==> config.mk <==
export PLATFORM = sky130hd
export DESIGN_NAME = writeonly_registers
export DESIGN_NICKNAME = d
export VERILOG_FILES = /design/src/rtl/writeonly_registers.sv
export SDC_FILE = /design/constraint.sdc
export NUM_CORES = 1
export LEC_CHECK = 0
export ABC_AREA = 1
export CAP_MARGIN = 25
export CORE_ASPECT_RATIO = 1.25
export CORE_MARGIN = 4
export CORE_UTILIZATION = 35
export DETAILED_ROUTE_END_ITERATION = 8
export GPL_TIMING_DRIVEN = 0
export PLACE_DENSITY = 0.78
export SYNTH_ARGS = -nofsm -noshare
export SYNTH_HDL_FRONTEND = slang
export SYNTH_SLANG_ARGS = --single-unit
==> constraint.sdc <==
create_clock -name clk -period 1.5 [get_ports clk]
set_input_delay 0.3 -clock clk [delete_from_list [all_inputs] [get_ports clk]]
set_output_delay 0.3 -clock clk [all_outputs]
set_load 0.01 [all_outputs]
==> src/rtl/writeonly_registers.sv <==
// Processor-written register bank with byte/half/word store merging and a per-register
// valid/ack/overrun handshake toward a peripheral. Define WRITEONLY_REGS_READBACK_EN to allow loads.
module writeonly_registers #(
  parameter int          ADDR_COUNT  = 1,
  parameter int          ADDR_START  = 0,
  parameter logic [31:0] RESET_VALUE = '0,
  parameter int          ADDR_W      = 32,
  localparam int         WORD_W      = 32,
  localparam int         MEM_COUNT_W = 3,
  localparam int         MEM_CODE_W  = 2
) (
  input  logic                         clk,
  input  logic                         reset,
  input  logic [ADDR_W-1:0]            i_req_addr,
  input  logic [MEM_COUNT_W-1:0]       i_req_count,
  input  logic                         i_req_wr_en,
  input  logic [WORD_W-1:0]            i_req_wr_data,
  output logic [WORD_W-1:0]            o_res_rd_data,
  output logic [MEM_CODE_W-1:0]        o_res_code,
  output logic [ADDR_COUNT*WORD_W-1:0] o_registers,
  output logic [ADDR_COUNT-1:0]        o_reg_valid,
  input  logic [ADDR_COUNT-1:0]        i_reg_ack,
  output logic [ADDR_COUNT-1:0]        o_reg_overrun
);

  localparam logic [MEM_COUNT_W-1:0] MEM_COUNT_NONE = 3'd0;
  localparam logic [MEM_COUNT_W-1:0] MEM_COUNT_BYTE = 3'd1;
  localparam logic [MEM_COUNT_W-1:0] MEM_COUNT_HALF = 3'd2;
  localparam logic [MEM_COUNT_W-1:0] MEM_COUNT_WORD = 3'd3;

  localparam logic [MEM_CODE_W-1:0] MEM_CODE_INVALID    = 2'd0;
  localparam logic [MEM_CODE_W-1:0] MEM_CODE_READ       = 2'd1;
  localparam logic [MEM_CODE_W-1:0] MEM_CODE_WRITE      = 2'd2;
  localparam logic [MEM_CODE_W-1:0] MEM_CODE_MISALIGNED = 2'd3;

  localparam int IDX_W = ADDR_W - 2;
  localparam logic [IDX_W-1:0] START_IDX = IDX_W'(ADDR_START);
  localparam logic [IDX_W:0]   END_IDX   = (IDX_W+1)'(ADDR_START + ADDR_COUNT);

  logic [ADDR_COUNT*WORD_W-1:0] regs_reg, regs_next;
  logic [ADDR_COUNT-1:0]        valid_reg, valid_next;
  logic [ADDR_COUNT-1:0]        overrun_reg, overrun_next;
  logic [WORD_W-1:0]            rd_data_reg, rd_data_next;
  logic [MEM_CODE_W-1:0]        code_reg, code_next;

  logic [IDX_W-1:0]      idx, local_idx;
  logic [1:0]            off;
  logic                  in_range, misaligned, known_count, resp_en, store;
  logic [WORD_W-1:0]     wr_mask, wr_lanes;
  logic [ADDR_COUNT-1:0] sel, store_hit, ack_hit;

  assign idx         = i_req_addr[ADDR_W-1:2];
  assign off         = i_req_addr[1:0];
  assign local_idx   = idx - START_IDX;
  assign in_range    = (idx >= START_IDX) && ({1'b0, idx} < END_IDX);
  assign misaligned  = ((i_req_count == MEM_COUNT_HALF) && off[0]) ||
                       ((i_req_count == MEM_COUNT_WORD) && (off != 2'd0));
  assign known_count = (i_req_count == MEM_COUNT_BYTE) || (i_req_count == MEM_COUNT_HALF) ||
                       (i_req_count == MEM_COUNT_WORD);
  assign resp_en     = (i_req_count != MEM_COUNT_NONE);

  // Store data is replicated across lanes; the mask picks which lanes land.
  always_comb begin
    wr_mask  = '0;
    wr_lanes = '0;
    case (i_req_count)
      MEM_COUNT_BYTE: begin
        wr_mask  = 32'h0000_00FF << {off, 3'b000};
        wr_lanes = {4{i_req_wr_data[7:0]}};
      end
      MEM_COUNT_HALF: begin
        wr_mask  = off[1] ? 32'hFFFF_0000 : 32'h0000_FFFF;
        wr_lanes = {2{i_req_wr_data[15:0]}};
      end
      MEM_COUNT_WORD: begin
        wr_mask  = 32'hFFFF_FFFF;
        wr_lanes = i_req_wr_data;
      end
      default: begin
        wr_mask  = '0;
        wr_lanes = '0;
      end
    endcase
  end

`ifdef WRITEONLY_REGS_READBACK_EN
  logic [WORD_W-1:0] sel_word, sel_shifted;

  always_comb begin
    sel_word = '0;
    for (int i = 0; i < ADDR_COUNT; i++) begin
      if (sel[i]) sel_word = regs_reg[i*WORD_W +: WORD_W];
    end
  end

  assign sel_shifted = sel_word >> {off, 3'b000};
`endif

  always_comb begin
    code_next    = MEM_CODE_INVALID;
    rd_data_next = '0;
    store        = 1'b0;
    if (misaligned) begin
      code_next = MEM_CODE_MISALIGNED;
    end else if (!in_range || !known_count) begin
      code_next = MEM_CODE_INVALID;
    end else if (i_req_wr_en) begin
      code_next = MEM_CODE_WRITE;
      store     = 1'b1;
    end else begin
`ifdef WRITEONLY_REGS_READBACK_EN
      code_next = MEM_CODE_READ;
      case (i_req_count)
        MEM_COUNT_BYTE: rd_data_next = {24'd0, sel_shifted[7:0]};
        MEM_COUNT_HALF: rd_data_next = {16'd0, sel_shifted[15:0]};
        default:        rd_data_next = sel_word;
      endcase
`else
      code_next = MEM_CODE_INVALID;
`endif
    end
  end

  // An ack consumes the pending value, so it also retires any overrun on that register.
  generate
    for (genvar gi = 0; gi < ADDR_COUNT; gi++) begin : g_reg
      assign sel[gi]       = in_range && (local_idx == IDX_W'(gi));
      assign store_hit[gi] = store && sel[gi];
      assign ack_hit[gi]   = i_reg_ack[gi] && valid_reg[gi];
      assign regs_next[gi*WORD_W +: WORD_W] = store_hit[gi]
          ? ((regs_reg[gi*WORD_W +: WORD_W] & ~wr_mask) | (wr_lanes & wr_mask))
          : regs_reg[gi*WORD_W +: WORD_W];
      assign valid_next[gi]   = store_hit[gi] | (valid_reg[gi] & ~ack_hit[gi]);
      assign overrun_next[gi] = (store_hit[gi] & valid_reg[gi] & ~i_reg_ack[gi]) |
                                (overrun_reg[gi] & ~ack_hit[gi]);
    end
  endgenerate

  always_ff @(posedge clk) begin
    if (reset) begin
      regs_reg    <= {ADDR_COUNT{RESET_VALUE}};
      valid_reg   <= '0;
      overrun_reg <= '0;
      rd_data_reg <= '0;
      code_reg    <= MEM_CODE_INVALID;
    end else begin
      regs_reg    <= regs_next;
      valid_reg   <= valid_next;
      overrun_reg <= overrun_next;
      if (resp_en) begin
        rd_data_reg <= rd_data_next;
        code_reg    <= code_next;
      end
    end
  end

  assign o_registers   = regs_reg;
  assign o_reg_valid   = valid_reg;
  assign o_reg_overrun = overrun_reg;
  assign o_res_rd_data = rd_data_reg;
  assign o_res_code    = code_reg;

endmodule
# After elaboration in Yosys (flattened, before gate mapping)
# Cells that the tools add are included.
op_classes:
  add_sub_neg: 0
  n_eq_ne: 3
  reduce_logical: 15
  bitwise_logic: 12
  shift: 1
  div_mod_pow: 0
  n_mul: 0
  mux: 9
  order_cmp: 2
op_table:
  columns: ["op", "n"]
  rows:
  - ["$pmux 32 s3", 2]
  - ["$and 32x32->32", 2]
  - ["$mux 32", 1]
  - ["$not 32->32", 1]
  - ["$or 32x32->32", 1]
  - ["$shl 8x5->32 const A", 1]
  - ["$ge 30x1->1 const B", 1]
  - ["$logic_not 30->1", 1]
  - ["$lt 30x1->1 const B", 1]
  - ["$eq 3x2->1 const B", 2]
  - ["$logic_and 1x1->1", 6]
  - ["$mux 2", 3]
  - ["$and 1x1->1", 4]
  - ["$logic_or 1x1->1", 4]
  - ["$eq 3x1->1 const B", 1]
  - ["$mux 1", 3]
  - ["$reduce_bool 3->1", 1]
  - ["$logic_not 1->1", 2]
  - ["$not 1->1", 2]
  - ["$or 1x1->1", 2]
  - ["$reduce_bool 2->1", 1]
totals:
  regBits: 36
  inputBits: 71
  word_cells: 46
  memories: 0
  out_inout_bits: 68
  latch_bits: 0
  mem_bits_rw: 0
  rom_bits: 0

# Depth between registers and ports, before layout
# Gate-level depths: netlist of the first run.
logic_depth:
  ltp_word: 11
  mapped_depth: 10

# Worst setup path before layout of the first run
# OpenSTA, ideal clock, no wires.
synth_path:
  kind: "input to register"
  start: "in i_req_count[2]"
  end: "reg (tool-made name)"
  stages: 10
  arrival_time_ns: 1.369
  setup_slack_ns: 0.018
  required_time_ns: 1.387
  cell_sequence: "inv_1 -> nand2_1 -> inv_1 -> buf_2 -> o211ai_2 -> nand4_1 -> buf_4 -> nand2_1 -> nand2_1 -> nor2_1"
synth_lines:
  columns: ["element", "line", "source"]
  rows:
  - ["start, declared", "15", "input logic [MEM_COUNT_W-1:0] i_req_count,"]

==> results of run 1 <==
==> through the flow <==
step	power [mW]	TNS, ps	util [%]	setup WS [ps]
2_1_floorplan	1.214	0	-	18.45
3_3_place_gp	1.450	-24040	55.99	-728.0
3_5_place_dp	1.456	-25090	55.99	-762.0
4_1_cts	2.198	0	60.03	0.05096
5_1_grt	2.326	-65.68	62.87	-43.82
6_report	2.222	0	62.87	32.17
==> worst max-delay path: stages <==
cell,delay (ps)
dlygate4sd2_1,310
inv_2,110
nand2_2,100
o211ai_4,160
nand4_1,280
buf_4,220
nand2_1,60
inv_1,40
nor2_1,110
==> metal layers <==
metal / share of wire (%) / wire, µm
met2: 52 / 4246
met5: 0 / 0
met3: 8.0 / 652
met4: 3.4 / 282
met1: 37 / 3011
==> layout make-up <==
class	count	area share, %
timing repair buffer	125	29.37
multi-input combinational	297	34.31
tap	87	2.589
clock buffer	7	2.291
inverter	72	6.427
buffer	43	7.885
sequential	36	17.14
==> logic make-up after synthesis <==
| family | Yosys count |
|---|---|
| flops | 36 |
| simple gates | 238 |
| compound gates | 27 |
| buf+inv | 115 |
| other cells | 1 |
==> synthesized netlist by cell type, drive strengths merged, types with 2 or more instances <==
master    n  area [µm²]
nand2   118       445.4
a21oi     9       45.04
nor2     87       329.1
a22oi     3       22.52
dfxtp    36       720.7
o21ai    13       87.59
buf      41       292.8
nand4    22       143.9
clkbuf    2       7.510
inv      71       266.5
nand3     7       45.04
==> power groups by stage <==
stage / Combinational, mW / Clock [mW] / Sequential (mW)
6_report: 0.520 / 0.743 / 0.959
5_1_grt: 0.566 / 0.802 / 0.959
4_1_cts: 0.474 / 0.765 / 0.959
3_5_place_dp: 0.476 / 0 / 0.981
3_3_place_gp: 0.469 / 0 / 0.981
2_1_floorplan: 0.232 / 0 / 0.982
==> repair_timing <==
item	CTS	global route
endpoints found under the setup margin	41	43
gates resized for setup	89	56
hold buffers	0	0
cloned	3	0
pin swaps	36	30
setup buffers	7	9
==> path summary, 6_finish.rpt <==
kind	from	end	slack, ps	depth (start not counted)
setup reg to reg	flip-flop	flip-flop	840	4
hold reg to reg	o_reg_overrun	o_reg_overrun	450	2
setup / recovery	i_req_addr[0]	flip-flop	30	9
hold / removal	i_req_count[1]	o_res_code[0]	440	4
==> impl.org, run 1 <==
** Setup path
- The worst setup path is launched from a primary input.
- Of all nets on the critical path, the largest fanout is 7.
- Setup CP Type :: in -> reg
- STA puts the critical path data arrival time at 1690 ps.
- Crit path capture type :: flip-flop
- STA puts the critical path data required time at between 1500 and 2000 ps.

** Timing
- Setup skew after layout :: around 0.021 ps
- Across all hold checks on the routed design, the worst slack comes to 441.5 ps.
- Setup violations remaining at the end of the flow were counted as 0.
- The worst path uses a little over nine tenths of the clock period.
- Top achievable clock speed :: 681.3 MHz
- Hold Violations, Final :: 0
- The number of pins exceeding their max-slew limit in the final report came to 0.
- Final critical-path required period :: 1468 ps

** Placement
- At the end of routability-driven placement, the weighted congestion stood at about 0.80.
- Placed inst area :: 3745 µm²
- Detailed Place HPWL :: 6.228 mm
- Instance count after placement with tap cells included :: 641
- In this run the tool buffered the top-level ports with 106 buffer cells.

** Finish
- Number of diodes added for antenna fixing :: 0
- Layout cell share with drive strength beyond 1 :: 19.14%
- Layout overhead on the synthesized area :: 71.04%
- Most common cell after layout, fill and taps aside :: nand2_1
- The library cells used most frequently in the layout, excluding fill and tap cells, are nand2_1, nor2_1, inv_1, buf_4, clkdlybuf4s50_1.
- Summing all flip-flop and latch instances after layout gives between 700 and 800 µm².
- Filler instances :: 621
- The final layout contains 651 nets.
- Final non-filler cell area :: 4205 µm²
- Filler-free cell count of the finished design :: 667
- Summing all multi-input logic gate instances after layout gives 1443 µm².

** Power
- The worst-case IR drop observed on VDD is 0.3999 mV.
- Share of power burned in combinational logic :: 23.4%
- Per report_power, the clock group accounts for between 30 and 40% of the total.
- Net switching power :: just under 0.6 mW
- P per Cell Area :: about 530 nW/µm²
- Reg power frac :: 43.2%
- Internal power of the cells :: approximately 1.6 mW
- Switching power share of the total :: 26.37%
- The analysis attributes to cell leakage a power of approximately 2.4 nW.

** Routing
- Violation count after the first detailed-route iteration :: between 200 and 250
- After detailed routing, the number of remaining DRC violations is 0.
- Dividing the detail-routed wire length by the instance count gives 12.28 µm.
- The count of nets left with antenna violations once routing finished came out at 0.
- Via Count :: 2959
- The pre-antenna-repair detailed-routing pass consisted of 4 iterations.
- Total wire length :: approximately 8.2 mm
- Vias per inst :: 4.436

** Clock tree
- The clock passes through at most 2 buffers.
- Clock transition at the registers of the reported paths :: 70 ps
- The tree is rooted in a clkbuf_8.
- Clock tree synthesis inserted a total of 5 buffers.
- For this design, the sink count on the clock tree is 36.
- The clock reaches the later pin of the worst-skew pair after 290 ps.
- Htree depth :: 2
- Clock tree from TritonCTS :: yes

** Logic synthesis
- After technology mapping, the gate count stands at approximately 420.
- For this run, the number of Yosys warnings is 0.
- Dominant combinational cell family by area after synthesis :: simple AND/OR/NAND/NOR gates
- Among all flip-flop cells after synthesis, the most frequent one is dfxtp_1.
- Sequential element share of the synthesized area :: 29.31%
- Share of cell area taken by muxes after synthesis :: 0%
- EDFF count, synth :: 0
- Seq cells post-synth :: 36
- Dividing the synthesized area by the synthesized cell count gives approximately 6 µm².
- After synthesis, the netlist uses 30 different library cells.
- Synth Area in XOR/XNOR :: 0%
- Post-Synth Simple-Gate Area :: about two fifths
- After Yosys synthesis, full adders, half adders and majority gates account for 0% of the synthesized area.
- After synthesis the cells add up to ~2500 µm².
- Share of flip-flops with an asynchronous set or reset :: 0%
- The synthesized netlist devotes 7.074% of its cell area to compound gates.

** Run
- Across the run, the number of max-cap violations was 0.

** GRT
- Number of antenna violations at the first check in global routing :: 0
- In the global route stage, met1 resource usage came out at 19.74%.
- Layer carrying the most global-route usage :: met2
- GR Util met2 :: about a third
- Via count of the first global-routing pass :: 2854
- Pin count of the biggest net entering global routing :: 11
- Grt total ovfl :: 0
- First-pass GRT wire length :: 12.79 mm
- Global routing consumed, on the met3 layer, 5.696% of the routing resources.
- For this run, the total global-route usage over all layers was measured as a little under a fifth.

** Die
- Die Span Y :: between 100 and 150 µm
- The core region is 6689 µm².
- Number of top-level design ports :: 139
- The die covers 8438 µm².
- Measured along the x axis, the die boundary spans just over 80 µm.
- Row generation in the floorplan step produced 33 rows.
- Initial core utilization :: a little under two fifths

** Worst hold path
- Hold crit path type :: in -> reg

** Run status
- The run finished with clean final reports.
No activity file was read; power rests on OpenSTA's default activity.
==> run 2, diff against run 1 <==
CORE_UTILIZATION = 42   (was 35)
PLACE_DENSITY = 0.88   (was 0.78)
TNS_END_PERCENT = 20   (was default)
clock period = 1.7 ns   (was 1.5 ns; I/O delays follow)
==> run 2 against run 1 <==
Effect of this change: the run now ends with negative setup slack left; sequential power down 12%; non-clock buffer count shrank 10; sequential share of layout area grew 0.47 points; largest cell class unchanged; highest routed layer unchanged.
==> impl.org, run 2 (synthesis gave the netlist of run 1 again) <==
** Routing
- Final routed DRC violation total :: 0 (unchanged)
- The routed via count divided by cell count came to 4.747 (+7.0%).
- The number of nets with antenna violations after detailed routing is 0 (unchanged).
- Number of search-and-repair iterations in the first detailed-routing pass :: 6 (+2)
- The routed wire length was 8.584 mm (+4.8%).
- The via count is 3000 (+1.4%).
- The final routed wire length divided by cell count came to 13.58 µm (+11%).
- The number of DRC markers after the initial detailed-route iteration was 326 (+52%).

** Power
- Maximum VDD drop :: 0.4841 mV (+21%)
- P per Cell Area :: 451.8 nW/µm² (-14%)
- The share of total power in sequential cells came to 45.8% (+2.6 points).
- The total internal power is 1.347 mW (-18%).
- The leakage power of the design is 2.187 nW (-7.9%).
- Switching power share of the total :: 27.14% (+0.77 points)
- Share of power burned in combinational logic :: 24.8% (+1.4 points)
- The fraction of power consumed by the clock network is 29.4% (-4.0 points).
- Net switching power :: 0.5018 mW (-14%)

** Placement
- The number of input and output port buffers inserted was 106 (unchanged).
- Detailed Place HPWL :: 6.194 mm (-0.56%)
- The cell count after placement came to 618 (-3.6%).
- The global placer's final weighted congestion is 0.9725 (+22%).

** Finish
- The count of inserted antenna diode cells was 0 (unchanged).
- Compared with the post-synthesis result, the final layout area differs by 66.46%.
- The filler cell count in the final layout came to 437 (-30%).
- The final cell count without fillers was 632 (-5.2%).
- Number of nets in the finished design :: 641 (-1.5%)
- Leaving out fill and tap cells, the most frequent cell in the layout is nand2_1.
- Layout cell share with drive strength beyond 1 :: 15.85% (-3.3 points)
- Leading cell types in the layout, fill and taps excluded :: nand2_1, nor2_1, clkdlybuf4s50_1, inv_1, buf_4

** Clock tree
- Clock transition at the registers of the reported paths :: 70 ps (about the same)
- The CTS buffer count came to 5 (unchanged).
- Largest buffer count on any clock path :: 2 (unchanged)
- Clock insertion delay at the later pin of the skew report :: 290 ps (about the same)
- Clock tree synthesis selected as its root buffer the cell clkbuf_8.
- The maximum level of the CTS H-tree was 2 (unchanged).
- Clock sink count :: 36 (unchanged)
- Clock tree from TritonCTS :: yes

** Timing
- Transition time at the pin with the least slew margin :: between 700 and 800 ps
- The final-layout setup total negative slack is -43.11 ps (-43.11 ps).
- The final number of hold-violating endpoints is 0 (unchanged).
- Headroom to the max-slew limit came out at a little over half.
- The worst hold slack after final layout is 472.3 ps (+30.87 ps).
- The number of setup violations in the final report is 2 (+2).
- Setup repair after global routing could not meet its margin everywhere.
- Derived from the worst setup path, the maximum achievable clock frequency is 574.0 MHz.
- The number of pins exceeding their max-slew limit in the final report is 0 (unchanged).
- Final critical-path required period :: 1742 ps
- Final Worst Setup Slack :: -42.05 ps (-74.22 ps)
- Of the available clock period, the critical path in the final layout requires 102.5%.
- The setup clock skew after layout came to 0.07089 ps (+0.05007 ps).

** Setup path
- Worst EP required :: 1930 ps (+210 ps)
- Number of cells on the worst reg-to-reg path :: 4 (unchanged)
- Worst path arrival time :: 1970 ps (+280 ps)
- STA classifies the critical path startpoint as a primary input.
- STA classifies the critical path endpoint as a flip-flop.
- Worst setup slack for register-to-register paths :: 1010 ps (+170 ps)
- The critical-path maximum fanout is 8 (+1).
- Setup CP Type :: in -> reg
- The most critical setup path has its startpoint at i_req_count[2].

** GRT
- The layer flagged by global routing as most heavily used is met2.
- Pin count of the biggest net entering global routing :: 11 (unchanged)
- GR Util met2 :: 39.52% (+5.6 points)
- The number of antenna violations at the first check in global routing was 0 (unchanged).
- The overall overflow remaining after global route is 0 (unchanged).
- The global-route wire length before repair was 12.25 mm (-4.2%).
- The met1 layer usage reported by global route is 22.02% (+2.3 points).
- The met3 capacity usage during global routing was 5.877% (+0.18 points).
- Via count of the first global-routing pass :: 2741 (-4.0%)
- GRT Util Overall :: 20.99% (+2.5 points)

** Worst hold path
- In this run the most critical hold path is launched from o_res_code[0].
- Hold crit path type :: reg -> reg
- The worst hold path cell count is 2 (-2).
- Worst min-delay path endpoint :: o_res_code[0]

** Die
- Die Span Y :: 93.54 µm (-8.0%)
- Site Rows :: 30 (-9.1%)
- Die Span X :: 76.43 µm (-7.9%)
- The floorplan die area is 7149 µm² (-15%).
- Total core area :: 5555 µm² (-17%)
- The total I/O pin count is 139 (unchanged).
- Initial core utilization :: 44.26% (+7.5 points)

** Run status
- The final reports fail on negative setup slack.
- Run status :: finished with violations

** Run
- Count of max-cap constraint violations :: 0 (unchanged)
run 2: changes by cell type in the layout (fill, tap and decap cells not counted), sizes merged:
cell           previous run  this run
dlygate4sd2              22         1
clkdlybuf4s15            16         0
clkdlybuf4s50            47        75
dlymetal6s2s             18        29
clkbuf                   13         8
buf                      59        50
run 2: worst max-delay path by stage:
stage	cells after the start	endpoint
global placement	10	flip-flop
floorplan	10	flip-flop
detailed placement	10	flip-flop
finish	10	flip-flop
CTS	8	flip-flop
global route	10	flip-flop
run 2: worst max-delay path: stages:
cell and delay, ps:
dlygate4sd2_1 250, inv_2 100, nand2_2 90, nor2_1 560
nand2_1 180, nand2_1 120, nor2_1 70, nand4_1 100
nand2_1 60, nor2_1 90
run 2: cell type report:
class / count / area, µm² / area share (%)
Buffer: 43 / 327.8 / 8.010
Clock buffer: 5 / 68.82 / 1.681
Inverter: 72 / 270.3 / 6.603
Multi-Input combinational cell: 297 / 1414 / 34.55
Sequential cell: 36 / 720.7 / 17.61
Tap cell: 64 / 80.08 / 1.957
Timing Repair Buffer: 115 / 1211 / 29.59
run 2: what timing repair did:
item / CTS / global route
hold buffers: 0 / 0
pin swaps: 4 / 34
setup endpoints to repair: 36 / 35
cloned: 1 / 0
hold endpoints to repair: 0 / 0
resized for setup: 23 / 61
setup buffers: 5 / 3
run 2: stage by stage:
stage	worst slack [ps]	power, mW	utilization, %	cell area, µm²
global route	-64.79	1.924	73.67	4093
CTS	-54.63	1.835	70.16	3897
floorplan	178.5	1.071	-	2575
detailed placement	-590.0	1.283	66.89	3716
finish	-42.05	1.849	73.67	4093
global placement	-549.2	1.277	66.89	3716
run 2: power by group through the flow:
stage          clock, mW  sequential, mW  combinational [mW]
2_1_floorplan          0           0.866               0.205
3_3_place_gp           0           0.865               0.411
3_5_place_dp           0           0.865               0.418
4_1_cts            0.550           0.846               0.438
5_1_grt            0.584           0.846               0.494
6_report           0.544           0.846               0.459
run 2: routing by layer:
layer | vias to the layer above | wire, µm
li1 | 1507 | -
met1 | 1302 | 3135
met2 | 155 | 4439
met3 | 36 | 665
met4 | 0 | 344
met5 | - | 0
==> run 3, diff against run 2 <==
CORE_MARGIN = 2   (was 4)
==> run 3 against run 2 <==
Effect of this change: the run still ends with negative setup slack left; largest power group unchanged; total power increased by 7.1%; largest cell class unchanged; routed wire length increased by 0.62%; worst setup slack improved by 35 ps; clock skew about the same; via count increased by 5.2%; sequential cell count unchanged; worst hold slack got worse by 4.9 ps; non-clock buffer count increased by 3.
==> impl.org, run 3 (synthesis gave the netlist of run 1 again) <==
** GRT
- The number of antenna violations at the first check in global routing came to 0 (unchanged).
- Layer carrying the most global-route usage :: met2
- The pin count of the biggest net entering global routing is 11 (unchanged).
- GRT Util Overall :: 24.47% (+3.5 points)
- Met3 capacity usage during global routing :: 5.637% (-0.24 points)
- The global-route track usage on met2 was 45.95% (+6.4 points).
- The global-route wire length before repair came to 12.45 mm (+1.6%).
- The overall overflow remaining after global route came to 0 (unchanged).
- The met1 layer usage reported by global route was 26.03% (+4.0 points).
- The number of global-route vias before repair is 2821 (+2.9%).

** Run status
- Violated checks :: negative setup slack
- Run status :: finished with violations

** Timing
- The number of setup violations in the final report was 1 (-1).
- The least setup slack across all paths after layout came to -7.213 ps (+34.84 ps).
- Setup skew after layout :: 0.3946 ps (+0.3237 ps)
- The final number of hold-violating endpoints came to 0 (unchanged).
- The worst hold slack after final layout is 467.4 ps (-4.896 ps).
- The shortest clock period the worst path allows after layout is 1707 ps (-34.84 ps).
- The number of pins exceeding their max-slew limit in the final report came to 0 (unchanged).
- Top achievable clock speed :: 585.8 MHz (+2.0%)
- Share of the clock period used by the worst path :: 100.4% (-2.0 points)

** Setup path
- STA classifies the critical path endpoint as a flip-flop.
- The critical-path maximum fanout was 10 (+2).
- The signal arrival time at the worst endpoint is 1900 ps (-70 ps).
- The worst setup path is launched from a primary input.
- Worst EP required :: 1900 ps (-30 ps)
- Setup CP Type :: in -> reg

** Finish
- Layout overhead on the synthesized area :: 67.79%
- The final cell count without fillers is 640 (+1.3%).
- The top cell types in the final layout, fill and taps aside, are nand2_1, nor2_1, clkdlybuf4s50_1, inv_1, buf_4.
- Number of nets in the finished design :: 645 (+0.62%)
- The filler cell count in the final layout is 444 (+1.6%).
- Number of diodes added for antenna fixing :: 0 (unchanged)
- Layout cell share with drive strength beyond 1 :: 16.72% (+0.88 points)
- Most common cell after layout, fill and taps aside :: nand2_1
- Final non-filler cell area :: 4125 µm² (+0.79%)

** Routing
- The final routed DRC violation total is 0 (unchanged).
- The number of DRC markers after the initial detailed-route iteration was 199 (-39%).
- The via count was 3156 (+5.2%).
- The routed via count divided by cell count was 4.931 (+3.9%).
- The final routed wire length divided by cell count came to 13.50 µm (-0.64%).
- Number of nets with antenna violations after detailed routing :: 0 (unchanged)
- Number of search-and-repair iterations in the first detailed-routing pass :: 5 (-1)
- Total wire length :: 8.637 mm (+0.62%)

** Placement
- The global placer's final weighted congestion was 0.9379 (-3.6%).
- The placed standard-cell area is 3719 µm² (about the same).
- The cell count after placement came to 620 (+0.32%).
- Detailed Place HPWL :: 5.878 mm (-5.1%)
- Number of buffers added on ports :: 106 (unchanged)
- Post-Place Worst Slack :: -579.1 ps (+10.92 ps)

** Clock tree
- The clock slew at the register clock pins of the worst setup and hold paths was 70 ps (about the same).
- The maximum count of clock buffers along a single path came to 2 (unchanged).
- Master cell of the clock root buffer :: clkbuf_8
- Number of buffers inserted during clock tree synthesis :: 5 (unchanged)
- The CTS sink count was 36 (unchanged).
- Htree depth :: 2 (unchanged)
- TritonCTS built the clock tree.
- The latest clock arrival within the worst-skew pair came to 290 ps (about the same).

** Power
- The net switching power is 0.5338 mW (+6.4%).
- Share of power burned in combinational logic :: 23.7% (-1.1 points)
- The total internal power was 1.447 mW (+7.4%).
- Leakage power :: 2.216 nW (+1.3%)
- Clock network fraction of total power :: 33.6% (+4.2 points)
- P per Cell Area :: 480.1 nW/µm² (+6.3%)
- The peak supply drop was 0.3283 mV (-32%).
- Switching power share of the total :: 26.95% (-0.19 points)
- Reg power frac :: 42.7% (-3.1 points)

** Die
- Die Span X :: 72.43 µm (-5.2%)
- Number of top-level design ports :: 139 (unchanged)
- Area of the die :: 6485 µm² (-9.3%)
- The starting utilization of the core area is 42.83% (-1.4 points).
- Die Span Y :: 89.54 µm (-4.3%)
- Total core area :: 5741 µm² (+3.3%)
- Site Rows :: 31 (+3.3%)

** Run
- Count of max-cap constraint violations :: 0 (unchanged)

** Worst hold path
- Hold crit path type :: in -> reg
[run 3: area by class of cell]
| class | instances | area (µm²) | share of cell area [%] |
|---|---|---|---|
| Buffer | 43 | 317.8 | 7.704 |
| Clock buffer | 7 | 96.34 | 2.335 |
| Inverter | 72 | 270.3 | 6.551 |
| Multi-Input combinational cell | 298 | 1415 | 34.30 |
| Sequential cell | 36 | 720.7 | 17.47 |
| Tap cell | 66 | 82.58 | 2.002 |
| Timing Repair Buffer | 118 | 1222 | 29.63 |
[run 3: metal layers]
layer	vias to the layer above	wire length, µm
met5	-	0
met3	44	695
met2	186	4389
li1	1513	-
met4	0	341
met1	1413	3211
[run 3: stage by stage]
step                total power, mW  utilization (%)  setup TNS (ps)
floorplan                     1.071                -               0
global placement              1.277            64.78          -17880
detailed placement            1.282            64.78          -19300
CTS                           1.964            68.90          -164.7
global route                  2.052            71.86          -86.61
finish                        1.981            71.86          -7.213
[run 3: what timing repair did]
| item | 4_1_cts | 5_1_grt |
|---|---|---|
| cloned | 2 | 1 |
| hold endpoints to repair | 0 | 0 |
| resized for setup | 29 | 53 |
| hold buffers | 0 | 0 |
| setup endpoints to repair | 36 | 34 |
| pin swaps | 4 | 33 |
| buffers inserted | 5 | 5 |
[run 3: power groups by stage]
| stage | logic (mW) | clock network (mW) | registers, mW |
|---|---|---|---|
| 3_5_place_dp | 0.417 | 0 | 0.865 |
| 4_1_cts | 0.445 | 0.673 | 0.846 |
| 2_1_floorplan | 0.205 | 0 | 0.866 |
| 3_3_place_gp | 0.412 | 0 | 0.865 |
| 5_1_grt | 0.500 | 0.706 | 0.846 |
| 6_report | 0.469 | 0.666 | 0.846 |
[run 3: final timing paths]
path                       start       endpoint  slack, ps  cells after the start
setup reg to reg     o_reg_valid  o_reg_overrun       1010                      2
hold reg to reg    o_reg_overrun  o_reg_overrun        470                      2
setup / recovery   i_req_addr[6]      flip-flop         -7                      9
hold / removal    i_req_count[2]  o_res_code[0]        470                      4
[run 3: critical path: stages]
cell and delay (ps):
clkdlybuf4s50_1 420, nor2_1 100, and2_4 160, nand3b_1 130, nor2_4 250, buf_4 220
nand4_1 140, nand2_1 100, nor2_1 50
